### src/rtl/fadd_tree_accum.sv
// Vector accumulator behind the floating-point adder tree: sums the beats of each
// vector and queues the final sum with its beat count in a 2-entry output FIFO.
module fadd_tree_accum #(
  parameter int sig_width = 8,
  parameter int exp_width = 7,
  parameter int DATA_BIT  = sig_width + exp_width + 1,
  parameter int MAX_BEATS = 256,
  parameter int CNT_BIT   = $clog2(MAX_BEATS) + 1
) (
  input  logic                clk,
  input  logic                rst,
  input  logic [DATA_BIT-1:0] in_data,
  input  logic                in_valid,
  input  logic                in_last,
  output logic [DATA_BIT-1:0] out_data,
  output logic [CNT_BIT-1:0]  out_beats,
  output logic                out_valid,
  input  logic                out_ready,
  input  logic                err_clr,
  output logic                err_overrun,
  output logic                err_drop
);

  localparam int MW = sig_width + 1;
  localparam int XW = MW + 3;
  localparam logic [exp_width-1:0] EXP_MAX = '1;
  localparam logic [CNT_BIT-1:0]   MAX_CNT = CNT_BIT'(MAX_BEATS);

  // m is normalised (m[XW-1] set) with guard, round and sticky in the low three bits.
  function automatic logic [DATA_BIT-1:0] fp_round(input logic sgn, input int e,
                                                   input logic [XW-1:0] m,
                                                   input logic [2:0] rnd);
    logic           up;
    logic [sig_width:0] mr;
    int             ee;
    up = (rnd == 3'b000) ? (m[2] & (m[1] | m[0] | m[3])) : 1'b0;
    mr = {1'b0, m[XW-2:3]} + {{sig_width{1'b0}}, up};
    ee = mr[sig_width] ? e + 1 : e;
    if (ee <= 0)
      return '0;
    if (ee >= int'(EXP_MAX))
      return {sgn, EXP_MAX, {sig_width{1'b0}}};
    return {sgn, ee[exp_width-1:0], mr[sig_width-1:0]};
  endfunction

  // Denormal inputs and underflowing results flush to zero; exact cancellation gives +0.
  function automatic logic [DATA_BIT-1:0] fp_add(input logic [DATA_BIT-1:0] a,
                                                 input logic [DATA_BIT-1:0] b,
                                                 input logic [2:0] rnd);
    logic [DATA_BIT-1:0]  x, y;
    logic [exp_width-1:0] ex, ey, d;
    logic [XW-1:0]        ax, ay0, ay, mask;
    logic [XW:0]          s;
    logic                 lost, found;
    int                   e, lz;
    if (a[DATA_BIT-2:sig_width] == '0)
      return (b[DATA_BIT-2:sig_width] == '0) ? '0 : b;
    if (b[DATA_BIT-2:sig_width] == '0)
      return a;
    if (a[DATA_BIT-2:0] >= b[DATA_BIT-2:0]) begin
      x = a;
      y = b;
    end else begin
      x = b;
      y = a;
    end
    ex = x[DATA_BIT-2:sig_width];
    ey = y[DATA_BIT-2:sig_width];
    if (ex == EXP_MAX)
      return x;
    d   = ex - ey;
    ax  = {1'b1, x[sig_width-1:0], 3'b000};
    ay0 = {1'b1, y[sig_width-1:0], 3'b000};
    if (int'(d) >= XW) begin
      ay = {{(XW-1){1'b0}}, 1'b1};
    end else begin
      mask = ~({XW{1'b1}} << d);
      ay   = (ay0 >> d) | {{(XW-1){1'b0}}, |(ay0 & mask)};
    end
    if (x[DATA_BIT-1] == y[DATA_BIT-1])
      s = {1'b0, ax} + {1'b0, ay};
    else
      s = {1'b0, ax} - {1'b0, ay};
    if (s == '0)
      return '0;
    e = int'(ex);
    if (s[XW]) begin
      lost = s[0];
      s    = s >> 1;
      s[0] = s[0] | lost;
      e    = e + 1;
    end else begin
      lz    = 0;
      found = 1'b0;
      for (int i = XW - 1; i >= 0; i--) begin
        if (!found) begin
          if (s[i]) found = 1'b1;
          else      lz = lz + 1;
        end
      end
      s = s << lz;
      e = e - lz;
    end
    return fp_round(x[DATA_BIT-1], e, s[XW-1:0], rnd);
  endfunction

  logic [DATA_BIT-1:0] acc, sum, push_data;
  logic [CNT_BIT-1:0]  cnt, cnt_inc, push_beats;
  logic                push, pop, full, drop, overrun_set;
  logic [1:0]          fcnt;
  logic [DATA_BIT-1:0] tail_data;
  logic [CNT_BIT-1:0]  tail_beats;

  assign sum        = fp_add(acc, in_data, 3'b000);
  assign cnt_inc    = (cnt == '1) ? cnt : cnt + 1'b1;
  assign push       = in_last;
  assign push_data  = in_valid ? sum : acc;
  assign push_beats = in_valid ? cnt_inc : cnt;
  assign overrun_set = in_valid & ~in_last & (cnt == MAX_CNT);

  assign out_valid = (fcnt != 2'd0);
  assign pop       = out_valid & out_ready;
  assign full      = (fcnt == 2'd2);
  assign drop      = push & full & ~pop;

  // Accumulator: a last beat closes the vector so the next beat starts from zero.
  always_ff @(posedge clk) begin
    if (rst) begin
      acc <= '0;
      cnt <= '0;
    end else if (in_last) begin
      acc <= '0;
      cnt <= '0;
    end else if (in_valid) begin
      acc <= sum;
      cnt <= cnt_inc;
    end
  end

  always_ff @(posedge clk) begin
    if (rst) begin
      fcnt <= 2'd0;
    end else if (push & ~pop & ~full) begin
      fcnt <= fcnt + 2'd1;
    end else if (pop & ~push) begin
      fcnt <= fcnt - 2'd1;
    end
  end

  // Head register drives the outputs directly, so it keeps the last popped value when empty.
  always_ff @(posedge clk) begin
    if (rst) begin
      out_data   <= '0;
      out_beats  <= '0;
      tail_data  <= '0;
      tail_beats <= '0;
    end else if (push & pop) begin
      if (full) begin
        out_data   <= tail_data;
        out_beats  <= tail_beats;
        tail_data  <= push_data;
        tail_beats <= push_beats;
      end else begin
        out_data   <= push_data;
        out_beats  <= push_beats;
      end
    end else if (pop) begin
      if (full) begin
        out_data  <= tail_data;
        out_beats <= tail_beats;
      end
    end else if (push) begin
      if (fcnt == 2'd0) begin
        out_data  <= push_data;
        out_beats <= push_beats;
      end else if (fcnt == 2'd1) begin
        tail_data  <= push_data;
        tail_beats <= push_beats;
      end
    end
  end

  always_ff @(posedge clk) begin
    if (rst) begin
      err_overrun <= 1'b0;
      err_drop    <= 1'b0;
    end else begin
      err_overrun <= overrun_set | (err_overrun & ~err_clr);
      err_drop    <= drop | (err_drop & ~err_clr);
    end
  end

endmodule
### config.mk
export PLATFORM = sky130hd
export DESIGN_NAME = fadd_tree_accum
export DESIGN_NICKNAME = d
export VERILOG_FILES = /design/src/rtl/fadd_tree_accum.sv
export SDC_FILE = /design/constraint.sdc
export NUM_CORES = 1
export LEC_CHECK = 0
export BUFFER_PORTS_ARGS = -buffer_cell sky130_fd_sc_hd__buf_2
export CORE_UTILIZATION = 44
export CTS_BUF_LIST = sky130_fd_sc_hd__clkbuf_8
export DETAILED_ROUTE_END_ITERATION = 12
export GPL_ROUTABILITY_DRIVEN = 0
export GPL_TIMING_DRIVEN = 0
export SLEW_MARGIN = 10
export SYNTH_ARGS = -nofsm -noshare
export SYNTH_HDL_FRONTEND = slang
export SYNTH_SLANG_ARGS = --single-unit
### constraint.sdc
create_clock -name clk -period 30.5 [get_ports clk]
set_clock_uncertainty 0.1 [all_clocks]
set_input_delay 6.1 -clock clk [delete_from_list [all_inputs] [get_ports clk]]
set_output_delay 6.1 -clock clk [all_outputs]
set_load 0.005 [all_outputs]
==> summary.md <==
| Metric | Value |
|---|---|
| Clock Sinks | `slightly below 80` |
| Gr usage total | `0.278` |
| Most used DFF post-synth | `dfxtp_1` |
| Setup TNS | `0 ns` |
| Critical path arrival | `about 24 ns` |
| Crit start category | `primary input` |
| Seq/Total Area, Yosys | `0.163` |
| Slew headroom | `0.350` |
| Final worst path period share | `0.790` |
| Multiplexer share of the synthesized area | `0.0696` |
| Clock slew at reported path FFs | `around 0.090 ns` |
| Slew Limit Fails | `0` |
| Most used cell along the critical path | `ha_1` |
| Hold Crit Start | `out_data[2]` |
| CTS tree | `built` |
| Asr flop ratio synth | `0` |
| Top cells by count, synth | `158 x nor2_1, 106 x a21oi_1, 104 x nand2_1, 79 x dfxtp_1, 75 x o21ai_0` |
| Area growth from synthesis to layout | `8.14%` |
| Rows | `54` |
| Drt wl/cell | `around 19 microns` |
| Fill cells | `2274` |
| Dpl hpwl | `25.1 mm` |
| Die Area | `0.0227 sq mm` |
| H-tree depth | `3` |
| Synth top area cells | `dfxtp_1 16%, ha_1 7.5%, nor2_1 6.1%` |
| Worst hold path depth | `2` |
| Status | `finished, final reports clean` |
| Max Buffers Root-to-Sink | `2` |
| Cell Area, Placed | `between 0.01 and 0.015 sq mm` |
| Number of global-route vias before repair | `roughly 9400` |
| Cell taking the most area after synthesis | `dfxtp_1` |
| Setup-failing EPs final | `0` |
| Filler-free cell count of the finished design | `between 1500 and 2000` |
| Yosys top cell area share | `0.163` |
| Total core area | `around 0.022 sq mm` |
| Largest family of logic cells by synthesized area | `compound AO/OA/AOI/OAI gates` |
| Max incr delay on CP | `roughly 0.63 ns` |
| CTS root buffer | `clkbuf_8` |
| RSZ-0062 raised after global routing | `no` |
| CP Data Required Time | `30.63 ns` |
| Post-synthesis compound-gate area fraction | `0.321` |
| Post-Synthesis Cells | `between 1000 and 1500` |
| Post-synthesis adder-cell area fraction | `0.0787` |
| Slew @ Worst Pin | `0.966 ns` |
| DRT iter0 DRCs | `~720` |
| Io pins | `50` |
| Worst R2R Setup Slack | `about 12 ns` |
| PostCTS Resize Cnt | `0` |
| Final instance area | `about 0.011 sq mm` |
| Die W | `about 150 microns` |
| Hold Fails Final Rpt | `0` |
| Synthesized flop and latch total | `a little under 80` |
| Global route overflow | `0` |
| Drt first pass iters | `5` |
| Mapped Area | `between 0.009 and 0.01 sq mm` |
| Kind of critical path | `in2reg` |
| Post-Synth Simple-Gate Area | `0.254` |
| Via count | `roughly 10000` |
| DP Worst Slack | `~6.1 ns` |
| Worst-case vdd ir drop | `0.0388 mV` |
| Hold crit path type | `reg2reg` |
| Worst-Skew Late Latency | `0.37 ns` |
| Total power | `just over 500 uW` |
| Ys Warns | `0` |
| Reg2reg path depth | `81` |
| Routed vias/inst | `~6.2` |
| Max Clk Rate | `approximately 42 MHz` |
| Synthesized-area fraction occupied by xor and xnor cells | `0.0548` |
| Post-synth EDFFs | `0` |
| Total CTS buffers | `9` |
| Slowest CP cell | `a222oi_1` |
| Synth cell types | `roughly 110` |
| CP endpoint kind | `flop` |
| First-pass GRT wire length | `between 40 and 50 mm` |
| Mean Syn Cell Area | `about 7.3 sq um` |
| Pwr dens | `48.3 mW/mm^2` |
| Worst R2R End | `out_data[11]` |
| DRC | `0` |
| Most common cell in the netlist | `nor2_1` |
| Drt total wl | `slightly above 30 mm` |
| Port Buf Inserts | `47` |
| Critical R2R Launch | `acc[2]` |
| Fin nets | `approximately 1500` |
| Starting density of the core | `0.447` |
| MaxCap Viol Count | `0` |
| Inst Count DP | `between 1500 and 2000` |
| Tmin final | `24.08 ns` |
| Hold buffers post-CTS | `0` |
| Final WS setup | `6.42 ns` |
| P_leak | `0.00432 uW` |
| Worst Path Max Fanout | `10` |
| Worst hold endpoint | `out_data[2]` |
| # Post-CTS Setup Buffers | `0` |
| Antenna violations before repair | `0` |
| Antenna-violating nets left | `0` |
| Layout cell share with drive strength beyond 1 | `0.111` |
| Die height | `approximately 150 microns` |
| Largest net degree at the start of global routing | `16` |
| Diodes inserted | `0` |
layer usage:
metal	global-route usage	vias up	part of all wire
li1	-	5061	-
met1	0.378	4848	0.46
met2	0.469	337	0.47
met3	0.0248	48	0.054
met4	0.0690	0	0.019
met5	0	-	0
cell families (layout without fill, tap and decap cells):
| group | after synthesis | after routing |
|---|---|---|
| buffers and inverters | 142 | 205 |
| flip-flops | 79 | 79 |
| multiplexers | 60 | 60 |
| XOR/XNOR | 57 | 57 |
| adder cells (fa/ha/maj) | 60 | 60 |
| AND/OR/NAND/NOR | 485 | 485 |
| AO/OA/AOI/OAI | 441 | 441 |
| other | 1 | 2 |
stage by stage:
stage / util / hold WS (ns)
finish: 0.483 / 0.357
global route: 0.483 / 0.385
CTS: 0.483 / 0.361
detailed placement: 0.474 / 0.347
global placement: 0.474 / 0.343
floorplan: - / 0.348
cells in the final DEF, fill, tap and decap left out, types with 11 or more instances in the layout:
cell type and count:
nor3_1 14, xnor2_1 28, buf_2 56, o21a_1 14
a41oi_1 11, and2_1 14, mux2i_1 38, a211oi_1 29
a21oi_1 106, o21ai_0 75, nand2b_1 20, a21o_1 20
ha_1 58, nor2b_1 16, nand4_1 14, nor4_1 19
dfxtp_1 79, xor2_1 26, inv_1 62, a31oi_1 20
clkbuf_1 55, o22ai_1 11, nor2_1 158, mux2_2 17
nand3_1 36, and3_1 17, nand2_1 104
state kept, by name (all words and copies together), names as in the netlist:
name         flops
err_overrun      1
fcnt             2
acc             16
tail_beats       9
cnt              9
tail_data       16
out_beats        9
err_drop         1
out_data        16
critical path, delay by kind of cell:
kind,cells,cell delay (ns)
xor gates and xnor gates,4,1.01
AOI/OAI and AO/OA,27,5.91
and+or+nand+nor,23,4.29
muxes,5,0.99
adders and majority gates,13,3.70
buffers and inverters,12,2.22
power by group:
part / leakage, uW / total [uW] / internal (uW) / switching [uW]
Combinational: 0.00357 / 304 / 111 / 193
Clock: 0.000105 / 81.7 / 38.8 / 42.8
Sequential: 0.000642 / 123 / 115 / 7.74
Total: 0.00432 / 508 / 265 / 243
final cells by class:
cell class / count / area (sq um) / share of cell area
inverters: 66 / 248 / 0.0236
repair buffers: 47 / 235 / 0.0224
well taps: 280 / 350 / 0.0333
plain buffers: 76 / 327 / 0.0310
clock inverters: 7 / 78.8 / 0.00749
flip-flops and latches: 79 / 1580 / 0.150
clock buffers: 9 / 124 / 0.0118
multi-input cells: 1105 / 7570 / 0.720
worst max-delay path by stage:
stage          startpoint            to  slack, ns
3_3_place_gp   in_data[8]  out_data[11]       6.25
4_1_cts        in_data[8]  out_data[11]       6.46
6_report       in_data[8]  out_data[11]       6.42
3_5_place_dp   in_data[8]  out_data[11]       6.09
5_1_grt        in_data[8]  out_data[11]       5.21
2_1_floorplan  in_data[8]  out_data[11]       8.83
No activity file was read; power rests on OpenSTA's default activity.
